### src/rtl/load_store_unit_pkg.sv
// Shared definitions for the data-memory access stage: opcodes, FSM states
// and access-size decoding used by the load/store unit and its extractor.
package load_store_unit_pkg;

  localparam logic [5:0] OPCODE_LB  = 6'h20;
  localparam logic [5:0] OPCODE_LH  = 6'h21;
  localparam logic [5:0] OPCODE_LW  = 6'h23;
  localparam logic [5:0] OPCODE_LBU = 6'h24;
  localparam logic [5:0] OPCODE_LHU = 6'h25;
  localparam logic [5:0] OPCODE_SB  = 6'h28;
  localparam logic [5:0] OPCODE_SH  = 6'h29;
  localparam logic [5:0] OPCODE_SW  = 6'h2B;

  typedef enum logic [1:0] {IDLE, REQ, DONE} lsu_state_t;

  typedef enum logic [1:0] {SIZE_BYTE, SIZE_HALF, SIZE_WORD, SIZE_NONE} access_size_t;

  // SIZE_NONE marks opcodes outside the load/store set; they fault like a misalignment.
  function automatic access_size_t op_size(logic [5:0] op);
    case (op)
      OPCODE_LB, OPCODE_LBU, OPCODE_SB: return SIZE_BYTE;
      OPCODE_LH, OPCODE_LHU, OPCODE_SH: return SIZE_HALF;
      OPCODE_LW, OPCODE_SW:             return SIZE_WORD;
      default:                          return SIZE_NONE;
    endcase
  endfunction

  function automatic logic op_is_store(logic [5:0] op);
    return (op == OPCODE_SB) || (op == OPCODE_SH) || (op == OPCODE_SW);
  endfunction

endpackage

### src/rtl/load_store_unit_load_extract.sv
// Selects the addressed byte/halfword/word from a read beat and applies
// sign or zero extension according to the load opcode.
module load_extract
  import load_store_unit_pkg::*;
(
  input  logic [5:0]  opcode,
  input  logic [1:0]  ea_lo,
  input  logic [31:0] readdata,
  output logic [31:0] result
);

  logic [7:0]  byte_sel;
  logic [15:0] half_sel;

  always_comb begin
    // NOTE: every always_comb output gets a default first so no path can infer a latch.
    result   = '0;
    byte_sel = readdata[8*ea_lo +: 8];
    half_sel = ea_lo[1] ? readdata[31:16] : readdata[15:0];
    case (opcode)
      OPCODE_LB:  result = {{24{byte_sel[7]}}, byte_sel};
      OPCODE_LBU: result = {24'h0, byte_sel};
      OPCODE_LH:  result = {{16{half_sel[15]}}, half_sel};
      OPCODE_LHU: result = {16'h0, half_sel};
      OPCODE_LW:  result = readdata;
      default:    result = '0;
    endcase
  end

endmodule

### src/rtl/load_store_unit.sv
// Memory stage of the multi-cycle core: forms base+offset, runs one Avalon-style
// transaction with waitrequest stalls and pulses done with the extended load value.
module load_store_unit
  import load_store_unit_pkg::*;
(
  input  logic        clk,
  input  logic        rst_n,
  input  logic        start,
  input  logic [5:0]  opcode,
  input  logic [31:0] base,
  input  logic [31:0] offset,
  input  logic [31:0] store_data,
  output logic        busy,
  output logic        done,
  output logic [31:0] load_result,
  output logic        misaligned,
  output logic [31:0] mem_address,
  output logic        mem_read,
  output logic        mem_write,
  output logic [3:0]  mem_byteenable,
  output logic [31:0] mem_writedata,
  input  logic        mem_waitrequest,
  input  logic [31:0] mem_readdata
);

  typedef struct packed {
    logic [5:0]  op;
    logic [1:0]  ea_lo;
    logic [31:0] address;
    logic        read;
    logic        write;
    logic [3:0]  byteenable;
    logic [31:0] writedata;
    logic [31:0] result;
    logic        fault;
  } lsu_regs_t;

  lsu_state_t   state_q, state_d;
  lsu_regs_t    r_q, r_d;
  logic [31:0]  ea;
  access_size_t size;
  logic         aligned;
  logic [31:0]  extracted;

  assign ea   = base + offset;
  assign size = op_size(opcode);

  always_comb begin
    aligned = 1'b0;
    case (size)
      SIZE_BYTE: aligned = 1'b1;
      SIZE_HALF: aligned = ~ea[0];
      SIZE_WORD: aligned = (ea[1:0] == 2'b00);
      default:   aligned = 1'b0;
    endcase
  end

  load_extract u_load_extract (
    .opcode   (r_q.op),
    .ea_lo    (r_q.ea_lo),
    .readdata (mem_readdata),
    .result   (extracted)
  );

  always_comb begin
    state_d = state_q;
    r_d     = r_q;
    case (state_q)
      IDLE: begin
        if (start) begin
          r_d.op    = opcode;
          r_d.ea_lo = ea[1:0];
          if (!aligned) begin
            r_d.fault = 1'b1;
            state_d   = DONE;
          end else begin
            state_d       = REQ;
            r_d.address   = {ea[31:2], 2'b00};
            r_d.read      = ~op_is_store(opcode);
            r_d.write     = op_is_store(opcode);
            r_d.writedata = '0;
            case (size)
              SIZE_BYTE: begin
                r_d.byteenable = 4'b0001 << ea[1:0];
                r_d.writedata  = {4{store_data[7:0]}};
              end
              SIZE_HALF: begin
                r_d.byteenable = ea[1] ? 4'b1100 : 4'b0011;
                r_d.writedata  = {2{store_data[15:0]}};
              end
              default: begin
                r_d.byteenable = 4'b1111;
                r_d.writedata  = store_data;
              end
            endcase
            if (!op_is_store(opcode)) r_d.writedata = '0;
          end
        end
      end
      REQ: begin
        if (!mem_waitrequest) begin
          state_d        = DONE;
          r_d.read       = 1'b0;
          r_d.write      = 1'b0;
          r_d.address    = '0;
          r_d.byteenable = '0;
          r_d.writedata  = '0;
          if (r_q.read) r_d.result = extracted;
        end
      end
      DONE: begin
        state_d    = IDLE;
        r_d.result = '0;
        r_d.fault  = 1'b0;
      end
      default: state_d = IDLE;
    endcase
  end

  // NOTE: state and bus registers use non-blocking assignments and clear asynchronously,
  // so a mid-transaction reset drops the strobes without waiting for a clock edge.
  always_ff @(posedge clk or negedge rst_n) begin
    if (!rst_n) begin
      state_q <= IDLE;
      r_q     <= '0;
    end else begin
      state_q <= state_d;
      r_q     <= r_d;
    end
  end

  assign busy           = (state_q != IDLE);
  assign done           = (state_q == DONE);
  assign load_result    = r_q.result;
  assign misaligned     = r_q.fault;
  assign mem_address    = r_q.address;
  assign mem_read       = r_q.read;
  assign mem_write      = r_q.write;
  assign mem_byteenable = r_q.byteenable;
  assign mem_writedata  = r_q.writedata;

endmodule

### config.mk
export PLATFORM = sky130hd
export DESIGN_NAME = load_store_unit
export DESIGN_NICKNAME = d
export VERILOG_FILES = /design/src/rtl/load_store_unit_pkg.sv /design/src/rtl/load_store_unit_load_extract.sv /design/src/rtl/load_store_unit.sv
export SDC_FILE = /design/constraint.sdc
export NUM_CORES = 1
export LEC_CHECK = 0
export ABC_AREA = 1
export BUFFER_PORTS_ARGS = -buffer_cell sky130_fd_sc_hd__buf_2
export CAP_MARGIN = 0
export CORE_UTILIZATION = 53
export DETAILED_ROUTE_END_ITERATION = 12
export PLACE_DENSITY = 0.81
export SLEW_MARGIN = 25
export SYNTH_ARGS = -nofsm -noshare
export SYNTH_HDL_FRONTEND = slang
export SYNTH_SLANG_ARGS = --single-unit
### constraint.sdc
create_clock -name clk -period 2.31 [get_ports clk]
set_clock_uncertainty 0.1 [all_clocks]
set_input_delay 0.231 -clock clk [delete_from_list [all_inputs] [get_ports clk]]
set_output_delay 0.231 -clock clk [all_outputs]
set_load 0.02 [all_outputs]
==> out/results.ini <==
[sta]
slew_headroom_pct=34.88
worst_pin_slew_ps=975.7
tns_ps=0
fin_crit_sh_pct=91.99
slew_viol_final=0
finalHoldViolCount=0
setup-violations-final=0
rsz0062_at_grt=no
fmax_mhz=470.6
min_period_ps=2125

[clock_tree]
clock_latency_ps=340
ctsHoldBuffers=1
cts_buffers=9
clkSlewWorstSetupHoldPaths_ps=70
cts-root-buf=clkbuf_16
cts_tree=yes
postCtsSetupRepairBufs=0
cts_resized=0
clkSinkCount=111
htreeDepth=3
clockBufferDepth=2

[yosys]
syn_area_sq_mm=0.008404
synth_warnings=0
synth-async-reset-ratio_pct=100.0
synth_ff_type=dfrtp_1
ys_seq_area_share_pct=33.05
synth-compound-area-share_pct=9.826
synth_top_cell_area_share_pct=33.05
synth_xor_area_share_pct=1.251
synth_edf_count=0
synthSimpleGateAreaFrac_pct=31.64
synthAdderAreaFrac_pct=4.853
yosys_register_bits=111
synth.distinct_cells=38
synth_top_family_by_area=simple AND/OR/NAND/NOR gates
netlist_instances=1277
yosys-top-cells-area=dfrtp_1 33%, nand2_1 23%, buf_4 9.0%
avgSynthCellArea_sq_um=6.581
synth_mux_area_share_pct=0.7146
yosys.area.top_type=dfrtp_1

[detailed_routing]
drc=0
routed_wl_um=22270
routedWlPerCell_um=13.65
ant_nets=0
drt_iter0_drc=554
vias=8236
via_per_inst=5.050
firstDrtPassIters=5

[place]
gp_congestion=0.9540
dp_hpwl_um=17510
port_buffers=240

[cells_and_area]
syn2layout_area_growth_pct=12.74
fin_nets=1586
layout-drive-gt1-share_pct=21.27
antennaDiodeCount=0

[min_path]
worstHoldPathType=input port to flip-flop
hold_path_depth=3

[die]
dieArea_sq_mm=0.01636
coreArea_sq_mm=0.01531
std_cell_rows=45
initial_utilization_pct=54.88
die_y_um=127.9
io_pins=243
die_x_um=127.9

[setup_path]
path_class=flip-flop to flip-flop
cp_max_fo=16
arrival_ps=2260
end_kind=flip-flop
start_kind=flip-flop
r2r_cells=10
cp.required_ps=2450

[power_and_ir_drop]
p_leak_nw=5.765
powerDensity_mw_per_mm2=610.5
ir_worst_vdd_mv=0.5423
power_mw=5.785

[global_routing]
track_usage_pct=27.56
grt_first_pass_wirelength_um=35760
grt_pass1_vias=7501
grt_max_degree=40
grt_antenna_before_repair=0
overflow=0

[run]
maxCapViolCount=0

[status]
status=completed

-- final timing paths --
check	startpoint	to	slack [ps]
setup / recovery	r_q[110]$_DFFE_PN0P_	load_result[18]$_DFFE_PN0P_	190
hold / removal	opcode[5]	r_q[110]$_DFFE_PN0P_	40
setup reg to reg	r_q[110]$_DFFE_PN0P_	load_result[18]$_DFFE_PN0P_	190
hold reg to reg	mem_writedata[31]$_DFFE_PN0P_	mem_writedata[31]$_DFFE_PN0P_	370
max in group asynchronous	rst_n	mem_writedata[20]$_DFFE_PN0P_	1190
min in group asynchronous	rst_n	mem_address[7]$_DFFE_PN0P_	300
-- layout make-up --
type | count | area (sq um)
clock inverter | 6 | 68.82
fill | 1504 | 5839
inverter | 170 | 640.6
multi-input combinational | 864 | 4068
tap | 211 | 264.0
clock buffer | 9 | 225.2
timing repair buffer | 260 | 1431
sequential | 111 | 2778
-- power by group --
part,leakage [nW],total [mW],switching [mW],internal [mW]
registers,1.52,2.29,0.144,2.14
clock network,0.142,1.57,0.727,0.844
logic,4.11,1.93,1.26,0.664
-- synth_stat cells, types with 2 or more instances --
cell type and instances:
o21ai_0 46, o21ai_4 2, ha_1 31, xnor2_1 10, and2_1 4, clkbuf_1 15
dfrtp_1 111, mux2i_1 6, nand2_1 504, a21oi_1 34, o21ai_1 50, nand3_1 56
nor3_1 8, nand2_2 10, nand4_1 7, nor2_1 55, or2_2 8, inv_1 163
buf_2 13, nand3b_1 2, buf_4 101, inv_2 5, nor4_1 5, o211ai_1 13
buf_6 4, xor2_1 2
-- sequential cells by signal, indices dropped and copies added, names as in the netlist --
| name | flops |
|---|---|
| load_result | 32 |
| mem_address | 30 |
| mem_byteenable | 4 |
| mem_read | 1 |
| mem_write | 1 |
| mem_writedata | 32 |
| misaligned | 1 |
| r_q | 8 |
| state_q | 2 |
-- layout by cell type, fill, tap and decap left out, types with 4 or more instances in the layout --
master	Yosys	layout
dfrtp_1	111	111
nor4_1	5	5
clkbuf_16	0	9
o21ai_0	46	46
buf_2	13	239
buf_4	101	14
inv_1	163	163
nand3_1	56	56
nand2_2	10	11
nand4_1	7	7
o211ai_1	13	13
nor3_1	8	8
inv_2	5	5
and2_1	4	4
ha_1	31	31
mux2i_1	6	6
a21oi_1	34	34
o21ai_1	50	50
or2_2	8	8
nor2_1	55	55
nand2_1	504	503
buf_12	0	6
xnor2_1	10	10
-- per-stage QoR --
stage | utilization, % | instance area, sq um | setup slack, ps | instances | hold slack, ps
after floorplan | - | 8408 | 338.9 | 1278 | -164.6
after global placement | 59.89 | 9171 | 174.6 | 1615 | 144.4
after detailed placement | 59.89 | 9171 | 101.3 | 1615 | 152.7
after CTS | 61.87 | 9475 | 217.9 | 1631 | 26.50
after global routing | 61.87 | 9475 | 4.541 | 1631 | 37.52
final | 61.87 | 9475 | 185.1 | 1631 | 38.44
-- kinds of logic after synthesis --
group	Yosys count
multiplexers	6
XOR/XNOR	12
AO/OA/AOI/OAI	151
adder cells (fa/ha/maj)	32
flip-flops	111
buffers and inverters	303
AND/OR/NAND/NOR	661
other	1
-- layer usage --
layer / track usage, % / vias to the layer above / wire [um]
li1: - / 4141 / -
met1: 36.84 / 3730 / 9974
met2: 46.42 / 320 / 10570
met3: 3.214 / 45 / 1201
met4: 9.273 / 0 / 524
met5: 0 / - / 0
-- critical path, stage by stage (launching register included) --
cell     delay [ps]
dfrtp_1         370
inv_1            70
nor2_1           60
nand2_1         250
inv_2            80
nand2_1         210
nor2_1          150
o21ai_4         490
nand2_1         100
nand2_1          80
nand2_1          40
No activity file was read; power rests on OpenSTA's default activity.
